$ cat src/rtl/stream_monitor.sv
// stream_monitor: in-order pipelined reference checker for arithmetic DUT result streams.
// Optional macro STREAM_MONITOR_TOLERANCE_EN adds i_tol and a signed-distance compare.
module stream_monitor #(
    parameter int WIDTH       = 32,
    parameter int OP          = 0,
    parameter int REF_LAT     = 2,
    parameter int CNT_W       = 16,
    parameter int STOP_ON_ERR = 0
) (
    input  logic             clk,
    input  logic             reset_n,
    input  logic             i_valid,
    input  logic [WIDTH-1:0] i_dut_ia,
    input  logic [WIDTH-1:0] i_dut_ib,
    input  logic [WIDTH-1:0] i_dut_os,
`ifdef STREAM_MONITOR_TOLERANCE_EN
    input  logic [WIDTH-1:0] i_tol,
`endif
    input  logic             i_clear,
    output logic             o_mon_ready,
    output logic             o_chk_valid,
    output logic             o_mismatch,
    output logic [WIDTH-1:0] o_diff,
    output logic             o_err_sticky,
    output logic [CNT_W-1:0] o_txn_cnt,
    output logic [CNT_W-1:0] o_err_cnt,
    output logic [WIDTH-1:0] o_first_a,
    output logic [WIDTH-1:0] o_first_b,
    output logic [WIDTH-1:0] o_first_os
);

    typedef enum logic [1:0] {WARM, RUN, HALT} state_t;

    localparam int                WARM_W    = $clog2(REF_LAT + 2);
    localparam logic [WARM_W-1:0] WARM_LAST = WARM_W'(REF_LAT + 1);
    localparam logic [WARM_W-1:0] WARM_ONE  = WARM_W'(1);
    localparam logic [CNT_W-1:0]  CNT_ONE   = CNT_W'(1);

    function automatic logic [WIDTH-1:0] ref_op(input logic [WIDTH-1:0] a, input logic [WIDTH-1:0] b);
        case (OP)
            1:       ref_op = a - b;
            2:       ref_op = a * b;
            default: ref_op = a + b;
        endcase
    endfunction

    state_t             state;
    logic [WARM_W-1:0]  warm_cnt;

    logic               in_v;
    logic [WIDTH-1:0]   in_a, in_b, in_os;
    logic [REF_LAT-1:0] ref_v;
    logic [WIDTH-1:0]   ref_q [REF_LAT];
    logic [WIDTH-1:0]   a_q   [REF_LAT];
    logic [WIDTH-1:0]   b_q   [REF_LAT];
    logic [WIDTH-1:0]   os_q  [REF_LAT];

    always_ff @(posedge clk or negedge reset_n) begin
        if (!reset_n) begin
            in_v  <= 1'b0;
            ref_v <= '0;
        end else begin
            in_v     <= i_valid && (state == RUN);
            ref_v[0] <= in_v;
            for (int i = 1; i < REF_LAT; i++) ref_v[i] <= ref_v[i-1];
        end
    end

    // NOTE: payload registers carry no reset; only the valid bits above decide what retires.
    always_ff @(posedge clk) begin
        in_a     <= i_dut_ia;
        in_b     <= i_dut_ib;
        in_os    <= i_dut_os;
        ref_q[0] <= ref_op(in_a, in_b);
        a_q[0]   <= in_a;
        b_q[0]   <= in_b;
        os_q[0]  <= in_os;
        for (int i = 1; i < REF_LAT; i++) begin
            ref_q[i] <= ref_q[i-1];
            a_q[i]   <= a_q[i-1];
            b_q[i]   <= b_q[i-1];
            os_q[i]  <= os_q[i-1];
        end
    end

    logic             tail_v, tail_mis;
    logic [WIDTH-1:0] tail_ref, tail_os, tail_diff;

    assign tail_v    = ref_v[REF_LAT-1];
    assign tail_ref  = ref_q[REF_LAT-1];
    assign tail_os   = os_q[REF_LAT-1];
    assign tail_diff = tail_os ^ tail_ref;

`ifdef STREAM_MONITOR_TOLERANCE_EN
    logic [WIDTH-1:0] in_tol;
    logic [WIDTH-1:0] tol_q [REF_LAT];
    logic [WIDTH-1:0] dist, dist_abs;

    always_ff @(posedge clk) begin
        in_tol   <= i_tol;
        tol_q[0] <= in_tol;
        for (int i = 1; i < REF_LAT; i++) tol_q[i] <= tol_q[i-1];
    end

    // Distance is taken modulo 2^WIDTH and read as two's complement before the magnitude test.
    assign dist     = tail_os - tail_ref;
    assign dist_abs = dist[WIDTH-1] ? -dist : dist;
    assign tail_mis = dist_abs > tol_q[REF_LAT-1];
`else
    assign tail_mis = tail_os != tail_ref;
`endif

    logic count_err;
    assign count_err = tail_v && tail_mis && !i_clear;

    always_ff @(posedge clk or negedge reset_n) begin
        if (!reset_n) begin
            state        <= WARM;
            warm_cnt     <= '0;
            o_mon_ready  <= 1'b0;
            o_chk_valid  <= 1'b0;
            o_mismatch   <= 1'b0;
            o_diff       <= '0;
            o_err_sticky <= 1'b0;
            o_txn_cnt    <= '0;
            o_err_cnt    <= '0;
            o_first_a    <= '0;
            o_first_b    <= '0;
            o_first_os   <= '0;
        end else begin
            case (state)
                WARM: begin
                    if (warm_cnt == WARM_LAST) begin
                        state       <= RUN;
                        o_mon_ready <= 1'b1;
                    end else begin
                        warm_cnt <= warm_cnt + WARM_ONE;
                    end
                end
                RUN: begin
                    if (STOP_ON_ERR != 0 && count_err) begin
                        state       <= HALT;
                        o_mon_ready <= 1'b0;
                    end
                end
                HALT: begin
                    if (i_clear) begin
                        state       <= RUN;
                        o_mon_ready <= 1'b1;
                    end
                end
                default: begin
                    state       <= WARM;
                    o_mon_ready <= 1'b0;
                end
            endcase

            // The check pulse is always shown; a same-cycle clear only suppresses its bookkeeping.
            o_chk_valid <= tail_v;
            o_mismatch  <= tail_v && tail_mis;
            o_diff      <= tail_v ? tail_diff : '0;

            if (i_clear) begin
                o_err_sticky <= 1'b0;
                o_txn_cnt    <= '0;
                o_err_cnt    <= '0;
                o_first_a    <= '0;
                o_first_b    <= '0;
                o_first_os   <= '0;
            end else if (tail_v) begin
                if (o_txn_cnt != '1) o_txn_cnt <= o_txn_cnt + CNT_ONE;
                if (tail_mis) begin
                    if (o_err_cnt != '1) o_err_cnt <= o_err_cnt + CNT_ONE;
                    o_err_sticky <= 1'b1;
                    if (!o_err_sticky) begin
                        o_first_a  <= a_q[REF_LAT-1];
                        o_first_b  <= b_q[REF_LAT-1];
                        o_first_os <= tail_os;
                    end
                end
            end
        end
    end

endmodule

$ cat config.mk
export PLATFORM = sky130hd
export DESIGN_NAME = stream_monitor
export DESIGN_NICKNAME = d
export VERILOG_FILES = /design/src/rtl/stream_monitor.sv
export SDC_FILE = /design/constraint.sdc
export NUM_CORES = 1
export LEC_CHECK = 0
export BUFFER_PORTS_ARGS = -buffer_cell sky130_fd_sc_hd__buf_2
export CAP_MARGIN = 20
export CORE_ASPECT_RATIO = 1.5
export CORE_UTILIZATION = 49
export DETAILED_ROUTE_END_ITERATION = 16
export PLACE_DENSITY = 0.82
export SYNTH_ARGS = -nofsm -noshare
export SYNTH_HDL_FRONTEND = slang
export SYNTH_SLANG_ARGS = --single-unit
$ cat constraint.sdc
create_clock -name clk -period 2.8 [get_ports clk]
set_clock_uncertainty 0.15 [all_clocks]
set_input_delay 0.28 -clock clk [delete_from_list [all_inputs] [get_ports clk]]
set_output_delay 0.28 -clock clk [all_outputs]
set_load 0.1 [all_outputs]
After elaboration in Yosys (flattened, before gate mapping)
Memories as Yosys holds them, arrays and structs flattened.
Cells that the tools add are included.
- register bits after elaboration: 267
- memory bits (writable): 256
- memories kept: 4
- memories (memory ; words ; width ; read ports ; clocked after Yosys merged registers in ; wr ports ; line ; RTL):
    a_q ; 2 ; 32 ; 2 ; 0 ; 2 ; 54 ; logic [WIDTH-1:0] a_q [REF_LAT];
    b_q ; 2 ; 32 ; 2 ; 0 ; 2 ; 55 ; logic [WIDTH-1:0] b_q [REF_LAT];
    os_q ; 2 ; 32 ; 2 ; 0 ; 2 ; 56 ; logic [WIDTH-1:0] os_q [REF_LAT];
    ref_q ; 2 ; 32 ; 2 ; 0 ; 2 ; 53 ; logic [WIDTH-1:0] ref_q [REF_LAT];
- add/subtract/negate cells: 4
- equality and inequality tests: 9
- multiplexer cells: 29
- bitwise logic cells: 3
- reduce and logical (&&, ||, !) cells: 13
- operators by type and width (kind ; number):
    $mux W32 ; 13
    $mux W16 ; 7
    $add A16 B1 Y16 const B ; 2
    $add A32 B32 Y32 ; 1
    $ne A16 B16 Y1 const B ; 2
    $ne A32 B32 Y1 ; 1
    $xor A32 B32 Y32 ; 1
    $reduce_and A3 Y1 ; 3
    $reduce_bool A2 Y1 ; 4
    $ne A2 B2 Y1 const B ; 3
    $pmux W2 S3 ; 1
    $reduce_and A2 Y1 ; 3
    $mux W1 ; 5
    $eq A2 B2 Y1 const B ; 2
    $mux W2 ; 2
    $pmux W1 S3 ; 1
    $add A2 B1 Y2 const B ; 1
    $eq A2 B1 Y1 const B ; 1
    $logic_and A1 B1 Y1 ; 2
    $logic_not A2 Y1 ; 1
    $not A1 Y1 ; 2

Longest topological paths before layout
Gate-level depths: netlist of run 1.
- depth after elaboration: 5
- mapped depth: 10
- mapped depth without buffers: 10

Worst setup path after synthesis of run 1
OpenSTA, ideal clock, no wires.
- kind: register -> register
- from: register o_txn_cnt[4]
- to: register o_txn_cnt[7]
- library setup time: 0.132 ns
- arrival time: 2.608 ns
- setup slack: -0.090 ns
- cell stages (with the launch flop): 9
- cell sequence: dfrtp_1 > and4_1 > nand4_1 > or2_1 > o21ai_1 > nor2_1 > nand4_1 > xor2_1 > nor2_1
- word-level cells in the longest chain between the ends: 4
- elaborated cells on any way between the ends: 7
- those cells by class: 1 x add/sub; 1 x eq/ne; 3 x mux; 2 x reduce/logical
- ends and longest elaborated chain (item ; line ; RTL):
    from (decl) ; 25 ; output logic [CNT_W-1:0] o_txn_cnt,
    from (signal assigned) ; 171 ; if (o_txn_cnt != '1) o_txn_cnt <= o_txn_cnt + CNT_ONE;
    $add A16 B1 Y16 ; 171 ;
    $mux W16 ; 171 ;
    $mux W16 ; 170 ; end else if (tail_v) begin
    $mux W16 ; 163 ; if (i_clear) begin
Parallel ways exist; a longest one is shown, timed or not. The select of a mux whose other input is x is not followed.
A chain may end at the register's enable or synchronous reset.

==> results of run 1 <==
## through the flow
stage               TNS [ns]  hold WS [ns]  setup WS, ns
global placement      -0.890         0.139        -0.249
CTS                        0        0.0191       0.00245
finish               -0.0652        0.0386       -0.0252
global route          -0.330        0.0661       -0.0872
floorplan                  0        -0.166        0.0314
detailed placement     -1.09         0.140        -0.289
## path summary, 6_finish.rpt
kind	start	to	slack, ns	depth (start not counted)
max	in_a[0]	ref_q[0][28]	-0.03	12
min	i_clear	o_txn_cnt[11]	0.04	2
max reg2reg	in_a[0]	ref_q[0][28]	-0.03	12
min reg2reg	a_q[0][21]	a_q[0][53]	0.17	0
max in group asynchronous	reset_n	o_first_a[11]	1.63	3
min in group asynchronous	reset_n	o_diff[3]	0.12	2
## layer usage
| metal | vias up | share of wire [%] |
|---|---|---|
| met3 | 142 | 4.0 |
| met5 | - | 0 |
| li1 | 5025 | - |
| met4 | 0 | 6.8 |
| met1 | 5092 | 36 |
| met2 | 393 | 53 |
## state kept, by name, indices dropped and copies added (netlist names), 2 cells and up
signal / cells
a_q: 64
b_q: 64
in_a: 32
in_b: 32
in_os: 32
o_diff: 32
o_err_cnt: 16
o_first_a: 32
o_first_b: 32
o_first_os: 32
o_txn_cnt: 16
os_q: 64
ref_q: 64
ref_v: 2
warm_cnt: 2
## cell families after synthesis
family          Yosys count
mux                       3
simple gates            378
buf+inv                  52
compound gates          194
flops                   521
xor+xnor                 85
fa+ha+maj                35
## timing repair
| item | 4_1_cts | 5_1_grt |
|---|---|---|
| hold buffers | 98 | 0 |
| gates resized for setup | 12 | 9 |
| endpoints found under the setup margin | 8 | 14 |
| buffers inserted | 4 | 2 |
| pin swaps | 10 | 13 |
| endpoints found under the hold margin | 149 | 0 |
## cells in the mapped netlist, types with 2 or more instances
| cell type | instances |
|---|---|
| dfxtp_1 | 352 |
| nand2_1 | 225 |
| dfrtp_1 | 169 |
| a21oi_1 | 122 |
| xor2_1 | 65 |
| nor2_1 | 47 |
| and2_1 | 34 |
| ha_1 | 34 |
| clkbuf_1 | 33 |
| xnor2_1 | 20 |
| nand3_1 | 19 |
| o21ai_0 | 17 |
| inv_1 | 13 |
| nand4_1 | 10 |
| a21o_1 | 9 |
| nor3_1 | 9 |
| nor4_1 | 8 |
| and3_1 | 7 |
| buf_2 | 6 |
| o211ai_1 | 6 |
| a211oi_1 | 5 |
| a31oi_1 | 5 |
| and4_1 | 4 |
| o21ai_1 | 4 |
| nor2b_1 | 3 |
| or3_1 | 3 |
| a221oi_1 | 2 |
| a311o_1 | 2 |
| a31oi_2 | 2 |
| mux2i_1 | 2 |
| nand2b_1 | 2 |
| nor3b_1 | 2 |
| o21a_1 | 2 |
| o21bai_1 | 2 |
| o221ai_1 | 2 |
| o31ai_1 | 2 |
| or2_1 | 2 |
## power by group through the flow
stage               registers, mW  logic [mW]  clock network (mW)
floorplan                    9.50       0.642                   0
global placement             8.42        2.34                   0
detailed placement           8.45        2.38                   0
CTS                          8.29        2.52                6.70
global route                 8.33        2.69                7.01
finish                       8.29        2.55                6.62
## layout make-up
class                           count  area share [%]
Sequential cell                   521            55.4
Multi-Input combinational cell    695            20.6
Timing Repair Buffer              399            13.3
Clock buffer                       66            7.03
Tap cell                          405            2.49
Clock inverter                     20            1.01
Inverter                           13           0.239
## critical path, delay by kind of cell, from the launching register on
kind / cells / cell delay [ns]
compound gates: 6 / 1.10
xor+xnor: 1 / 0.18
fa+ha+maj: 2 / 0.55
buf+inv: 2 / 0.32
flops: 1 / 0.34
simple gates: 1 / 0.05
==> results.toml, run 1 <==
[status]
status = "finished with violations"
violations = "negative setup slack"

[synth]
synth_compound_area_share_pct = 7.68
synth_area_leaders = "dfxtp_1 (45%), dfrtp_1 (27%), nand2_1 (5.4%)"
synthCells = 1268
ys.flop_type = "dfxtp_1"
synth-simple-area-share_pct = 10.7
ys_ff_latch = 521
synth_top_area_share_pct = 45.3
synth.area.mux_share_pct = 0.201
synth_xor_area_share_pct = 4.78
synth_edf_count = 0
synth_top_family_by_area = "simple AND/OR/NAND/NOR gates"
synth_top_area_cell = "dfxtp_1"
synth_nets = 1403
netlist_area_mm2 = 0.0156
yosys_warnings = 0
syn_area_per_cell_um2 = 12.3
ys_async_sr_fraction_pct = 32.4
synthDistinctLibCells = 54
ys_seq_area_share_pct = 72.5
synthAdderAreaFrac_pct = 2.86

[clock_tree]
h-tree-depth = 2
cts.path.max_buffers = 3
clock-sinks = 521
clockRootBuffer = "clkbuf_16"
insertion_delay_ns = 0.55
numCtsBuffers = 46
cts_tree = "yes"
clk_pin_slew_worst_paths_ns = 0.07

[worst_setup_path]
critical_path.max_fanout = 5
worst_path_largest_cell_delay_ns = 0.37
start_kind = "flop"
crit_slowest_cell = "fa_2"
crit_type = "flop to flop"
cp_cell_sequence = "ha_4 -> fa_2 -> a21o_1 -> a221oi_2 -> buf_4 -> nor3_2 -> o21ai_2 -> o211ai_1 -> a31oi_2 -> buf_6 -> o31ai_2 -> xor2_1"
cp.required_ns = 3.08
cp.arrival_ns = 3.10
endpoint_kind = "flop"

[placed_design]
port_buffers = 263
place_area_mm2 = 0.0176
dp_hpwl_mm = 24.6
dp_cells = 1929
routabilityCongestion = 0.889

[sta]
finalCritPeriodShare_pct = 101
final_max_slew_viol_count = 0
rsz0062_at_grt = "yes"
setup_viol = 3
hold_violations = 0
layout_setup_ws_ns = -0.0252
tightestPinTransition_ns = 0.760
maxSlewHeadroom_pct = 49.2
max_freq_ghz = 0.354
fin_crit_ns = 2.83

[min_path]
hold_path_class = "input port to flop"

[finish]
drive_gt1_share_pct = 24.2
fin_nets = 1811
regArea_mm2 = 0.0113
fillers = 2136
multiInputGateArea_mm2 = 0.00420
diodes = 0
fin_util_pct = 65.5
final_cell_area_mm2 = 0.0204
final_common_cell = "dfxtp_1"
syn_to_final_growth_pct = 31.0
mostFrequentLayoutCells = "dfxtp_1 (349), buf_2 (261), nand2_1 (225), dfrtp_1 (165), a21oi_1 (122)"
finalNonFillerCells = 2119

[grt]
grt_max_degree = 56
grt_use_total_pct = 23.4
grt_pass1_wl_mm = 58.1
grtUsageMet3_pct = 3.09
overflow = 0
gr-usage-met1_pct = 24.9
grt_pass1_vias = 11100
grt_busiest_layer = "met2"
use_met2_pct = 43.1
antenna_found_initial = 0

[pwr]
power.total_mw = 17.5
power_frac_clock_pct = 37.9
internal_power_mw = 12.6
seqPwrFrac_pct = 47.5
swShare_pct = 28.1
ir_worst_vdd_mv = 0.524
combPwrFrac_pct = 14.6
p_leak_nw = 9.49
power_density_mw_per_mm2 = 857
switchingPower_mw = 4.91

[detailed_routing]
drt_wl_total_mm = 38.0
via_count = 10700
dr.pass1.iters = 7
vias_per_cell = 5.03
drt-initial-drc-count = 435
remaining_drc_errors = 0
routedWlPerCell_um = 17.9
antenna_left = 0

[die]
ioPinCount = 264
core_mm2 = 0.0311
fp.dieH_um = 220
die-area_mm2 = 0.0325
rows = 79
start_util_pct = 50.0
dieWidth_um = 148

[flow_run]
max_cap_viol_count = 0
(Power assumes the default switching activity.)
==> run 2: changes to the inputs <==
--- a/config.mk
+++ b/config.mk
@@ -10,6 +10,7 @@
 export CORE_ASPECT_RATIO = 1.5
 export CORE_UTILIZATION = 49
 export DETAILED_ROUTE_END_ITERATION = 16
+export MAX_ROUTING_LAYER = met4
 export PLACE_DENSITY = 0.82
 export SYNTH_ARGS = -nofsm -noshare
 export SYNTH_HDL_FRONTEND = slang
==> run 2 against run 1 <==
The run still ends with negative setup slack left. Highest routed layer unchanged. Sequential cell count unchanged. Clock-buffer cell count unchanged. Clock power about the same.
==> results.toml, run 2 (same netlist as run 1, synthesis figures left out) <==
[status]
status = "finished with violations"
violations = "negative setup slack"

[worst_setup_path]
critical_path.max_fanout = 5
start_kind = "flop"
endpoint_kind = "flop"
cp_cell_sequence = "ha_4 -> fa_2 -> a21o_1 -> a221oi_2 -> buf_4 -> nor3_2 -> o21ai_2 -> o211ai_1 -> a31oi_2 -> buf_6 -> o311ai_4 -> xor2_1"
cp.required_ns = 3.07
crit_type = "flop to flop"
reg2regPathDepth = 12
worstSetupPathDepth = 12
cp.arrival_ns = 3.09
crit_slowest_cell = "fa_2"
cp_num_buf_inv = 2
worst_path_dominant_cell_family = "compound AO/OA/AOI/OAI gates"
worst_path_largest_cell_delay_ns = 0.36

[detailed_routing]
vias_per_cell = 5.02
routedWlPerCell_um = 17.9
antenna_left = 0
remaining_drc_errors = 0
dr.pass1.iters = 4
drt_wl_total_mm = 38.0
via_count = 10600
drt-initial-drc-count = 520

[placed_design]
dp_hpwl_mm = 24.6
port_buffers = 263
routabilityCongestion = 0.905
dp_cells = 1929

[clock_tree]
insertion_delay_ns = 0.55
h-tree-depth = 2
clk_pin_slew_worst_paths_ns = 0.07
cts_tree = "yes"
numCtsBuffers = 46
cts.path.max_buffers = 3
clockRootBuffer = "clkbuf_16"
clock-sinks = 521

[die]
rows = 79
ioPinCount = 264
start_util_pct = 50.0
core_mm2 = 0.0311
dieWidth_um = 148
die-area_mm2 = 0.0325
fp.dieH_um = 220

[sta]
final_max_slew_viol_count = 0
hold_violations = 0
fin_crit_ns = 2.81
setup_viol = 3
tightestPinTransition_ns = 0.738
max_freq_ghz = 0.356
maxSlewHeadroom_pct = 50.7
rsz0062_at_grt = "yes"
finalCritPeriodShare_pct = 100
layout_setup_ws_ns = -0.0124

[finish]
diodes = 0
fin_nets = 1811
finalNonFillerCells = 2119
fillers = 2136
drive_gt1_share_pct = 24.2
mostFrequentLayoutCells = "dfxtp_1 (349), buf_2 (261), nand2_1 (225), dfrtp_1 (165), a21oi_1 (122)"
final_common_cell = "dfxtp_1"
syn_to_final_growth_pct = 31.0

[pwr]
power_density_mw_per_mm2 = 856
p_leak_nw = 9.49
ir_worst_vdd_mv = 0.519
power.total_mw = 17.5

[flow_run]
max_cap_viol_count = 0

[grt]
grt_pass1_vias = 11100
grt_max_degree = 56
grt_pass1_wl_mm = 58.1
antenna_found_initial = 0
grt_use_total_pct = 24.0
overflow = 0

[min_path]
whs_path_depth = 2
hold_path_class = "input port to flop"
run 2: final timing paths:
| kind | start | endpoint | slack, ns |
|---|---|---|---|
| worst max-delay path | in_a[0] | ref_q[0][26] | -0.01 |
| worst min-delay path | i_clear | o_txn_cnt[11] | 0.05 |
| worst max register to register | in_a[0] | ref_q[0][26] | -0.01 |
| worst min register to register | a_q[0][21] | a_q[0][53] | 0.17 |
| max in group asynchronous | reset_n | o_first_a[11] | 1.62 |
| min in group asynchronous | reset_n | o_first_a[5] | 0.12 |
run 2: cell type report:
class / count / area (um^2) / area share, %
Tap cell: 405 / 507 / 2.49
Timing Repair Buffer: 399 / 2710 / 13.3
Clock buffer: 66 / 1430 / 7.03
Inverter: 13 / 48.8 / 0.239
Clock inverter: 20 / 205 / 1.01
Multi-Input combinational cell: 695 / 4200 / 20.6
Sequential cell: 521 / 11300 / 55.4
run 2: routing by layer:
layer  up-vias  wire length, um  GRT usage, %
met5         -                0             -
met4         0             2550          15.9
met3       147             1450          2.95
met2       373            20200          43.0
met1      5085            13800          24.8
li1       5034                -             -
run 2: timing repair:
action	in CTS	in global routing
gates resized for setup	12	9
pin swaps	10	13
endpoints found under the setup margin	8	14
endpoints found under the hold margin	149	0
buffers inserted	4	2
hold buffers	98	0
run 2: stage by stage:
| step | TNS (ns) | setup WS [ns] | instance area [um^2] | hold slack [ns] | util [%] |
|---|---|---|---|---|---|
| finish | -0.0284 | -0.0124 | 20400 | 0.0461 | 65.5 |
| global route | -0.335 | -0.0878 | 20400 | 0.0609 | 65.5 |
| CTS | 0 | 0.00245 | 20300 | 0.0191 | 65.2 |
| detailed placement | -1.09 | -0.289 | 17600 | 0.140 | 56.5 |
| global placement | -0.890 | -0.249 | 17600 | 0.139 | 56.5 |
| floorplan | 0 | 0.0314 | 15600 | -0.166 | - |
run 2: where the power goes:
part           leakage [nW]  internal [mW]  switching [mW]
Clock                 0.807           3.87            2.73
Sequential             5.21           8.03           0.258
Combinational          3.47          0.645            1.91
Total                  9.49           12.6            4.90
==> run 3: changes to the inputs <==
--- a/config.mk
+++ b/config.mk
@@ -8,10 +8,11 @@
 export BUFFER_PORTS_ARGS = -buffer_cell sky130_fd_sc_hd__buf_2
 export CAP_MARGIN = 20
 export CORE_ASPECT_RATIO = 1.5
-export CORE_UTILIZATION = 49
+export CORE_UTILIZATION = 52
+export CTS_BUF_LIST = sky130_fd_sc_hd__clkbuf_4 sky130_fd_sc_hd__clkbuf_8
 export DETAILED_ROUTE_END_ITERATION = 16
 export MAX_ROUTING_LAYER = met4
-export PLACE_DENSITY = 0.82
+export PLACE_DENSITY = 0.86
 export SYNTH_ARGS = -nofsm -noshare
 export SYNTH_HDL_FRONTEND = slang
 export SYNTH_SLANG_ARGS = --single-unit
==> run 3 against run 2 <==
The flow still finishes with violations (negative setup slack). Utilization increased by 3.6 points. Sequential share of layout area rose by 0.089 points. Global-route usage grew 2.3 points. Power down 1.6%. Register-to-register slack got worse by 0.04 ns. Die area fell by 5.7%. Wire length is 1.7% higher. Clock power decreased by 4.2%. Critical endpoint is now ref_q[0][30].
==> results.toml, run 3 (same netlist as run 1, synthesis figures left out) <==
[status]
violations = "negative setup slack"
status = "finished with violations"

[detailed_routing]
wl_met2_mm = 20.2
antenna_left = 0
drt_wl_total_mm = 38.7
vias_per_cell = 5.06
drt-met1-wl_mm = 14.1
drt-initial-drc-count = 597
via_count = 10900
dr.pass1.iters = 5
wl_met3_mm = 1.85
dr.max_layer_used = "met4"
routedWlPerCell_um = 17.9
remaining_drc_errors = 0

[clock_tree]
numCtsBuffers = 72
clock-sinks = 521
clockRootBuffer = "clkbuf_8"
cts.path.max_buffers = 3
h-tree-depth = 3
cts_tree = "yes"
clk_pin_slew_worst_paths_ns = 0.08
insertion_delay_ns = 0.63

[die]
core_mm2 = 0.0295
ioPinCount = 264
dieWidth_um = 143
fp.dieH_um = 214
rows = 77
start_util_pct = 52.8
die-area_mm2 = 0.0306

[grt]
grt_use_total_pct = 26.3
grt_max_degree = 69
grt_pass1_vias = 11300
grt_pass1_wl_mm = 58.7
overflow = 0
antenna_found_initial = 1

[worst_setup_path]
critical_path.max_fanout = 5
crit_type = "flop to flop"
cp.required_ns = 3.15
r2r_slack_ns = -0.05
r2r_end = "ref_q[0][30]"
cp.arrival_ns = 3.20
cp_cell_sequence = "ha_4 -> fa_2 -> a21o_1 -> a221oi_2 -> buf_4 -> nor3_2 -> o21ai_2 -> o211ai_1 -> a31oi_4 -> o221ai_2 -> xor2_1"
start_kind = "flop"
endpoint_kind = "flop"
reg2regPathDepth = 11
rr_startpoint = "in_a[0]"
worst_path_largest_cell_delay_ns = 0.36
crit_slowest_cell = "fa_2"

[finish]
final_common_cell = "dfxtp_1"
final_cell_area_mm2 = 0.0203
syn_to_final_growth_pct = 30.8
fillers = 1908
mostFrequentLayoutCells = "dfxtp_1 (350), buf_2 (261), nand2_1 (225), dfrtp_1 (165), a21oi_1 (121)"
regArea_mm2 = 0.0113
fin_nets = 1838
multiInputGateArea_mm2 = 0.00420
drive_gt1_share_pct = 26.5

[sta]
max_freq_ghz = 0.351
rsz0062_at_grt = "yes"
fin_crit_ns = 2.85
layout_setup_ws_ns = -0.0480
setup_viol = 4
final_max_slew_viol_count = 0
tightestPinTransition_ns = 0.556
finalSetupTns_ns = -0.133
hold_violations = 0
maxSlewHeadroom_pct = 62.6
finalCritPeriodShare_pct = 102

[placed_design]
port_buffers = 263
dp_hpwl_mm = 23.4
place_area_mm2 = 0.0176
place_ws_ns = -0.341
routabilityCongestion = 0.970

[pwr]
power_density_mw_per_mm2 = 844
switchingPower_mw = 4.99
seqPwrFrac_pct = 48.2
swShare_pct = 29.1
p_leak_nw = 9.51
combPwrFrac_pct = 14.9
ir_worst_vdd_mv = 0.693
power_frac_clock_pct = 36.8
internal_power_mw = 12.2

[flow_run]
max_cap_viol_count = 0

[min_path]
hold_path_class = "input port to async pin"
run 3: timing repair:
action                                  in CTS  in global routing
setup buffers                                4                  3
resized for setup                           15                  6
hold buffers                               100                  0
endpoints found under the hold margin      301                  0
endpoints found under the setup margin       6                 11
pin swaps                                   13                  4
run 3: area by class of cell:
type	count	share of cell area [%]
diodes	2	0.0246
clock buffers	109	6.67
inverters	13	0.240
flip-flops and latches	521	55.5
multi-input cells	695	20.7
well taps	395	2.43
clock inverters	25	1.24
repair buffers	400	13.3
run 3: how the worst max path moves through the flow:
stage                        from      endpoint  cells past startpoint
after floorplan           in_a[0]  ref_q[0][30]                     10
after global placement    in_a[0]  ref_q[0][30]                     11
after detailed placement  in_a[0]  ref_q[0][30]                     11
after CTS                 in_b[0]  ref_q[0][30]                     11
after global routing      in_b[0]  ref_q[0][30]                     11
final                     in_a[0]  ref_q[0][30]                     11
run 3: power groups by stage:
stage                     combinational, mW  clock, mW  sequential [mW]
final                                  2.57       6.33             8.28
after global routing                   2.69       6.80             8.33
after CTS                              2.53       6.41             8.28
after detailed placement               2.37          0             8.43
after global placement                 2.33          0             8.41
after floorplan                       0.642          0             9.50
run 3: stage by stage:
step	total power, mW	cells	hold slack, ns	util, %
after floorplan	10.1	1268	-0.166	-
after global placement	10.7	1917	0.0764	59.5
after detailed placement	10.8	1917	0.0892	59.5
after CTS	17.2	2155	0.0330	68.8
after global routing	17.8	2159	0.0917	69.0
final	17.2	2160	0.0818	69.0
run 3: layer usage:
layer	vias up	track usage [%]
li1	5096	-
met4	0	18.7
met5	-	-
met2	436	45.6
met3	147	4.31
met1	5256	27.1
run 3: worst max-delay path: cells and delay by family, from the launching register on:
family / cells / cell delay, ns
buffers and inverters: 1 / 0.17
AO/OA/AOI/OAI: 6 / 1.32
adder cells (fa/ha/maj): 2 / 0.54
XOR/XNOR: 1 / 0.17
AND/OR/NAND/NOR: 1 / 0.05
flip-flops: 1 / 0.33
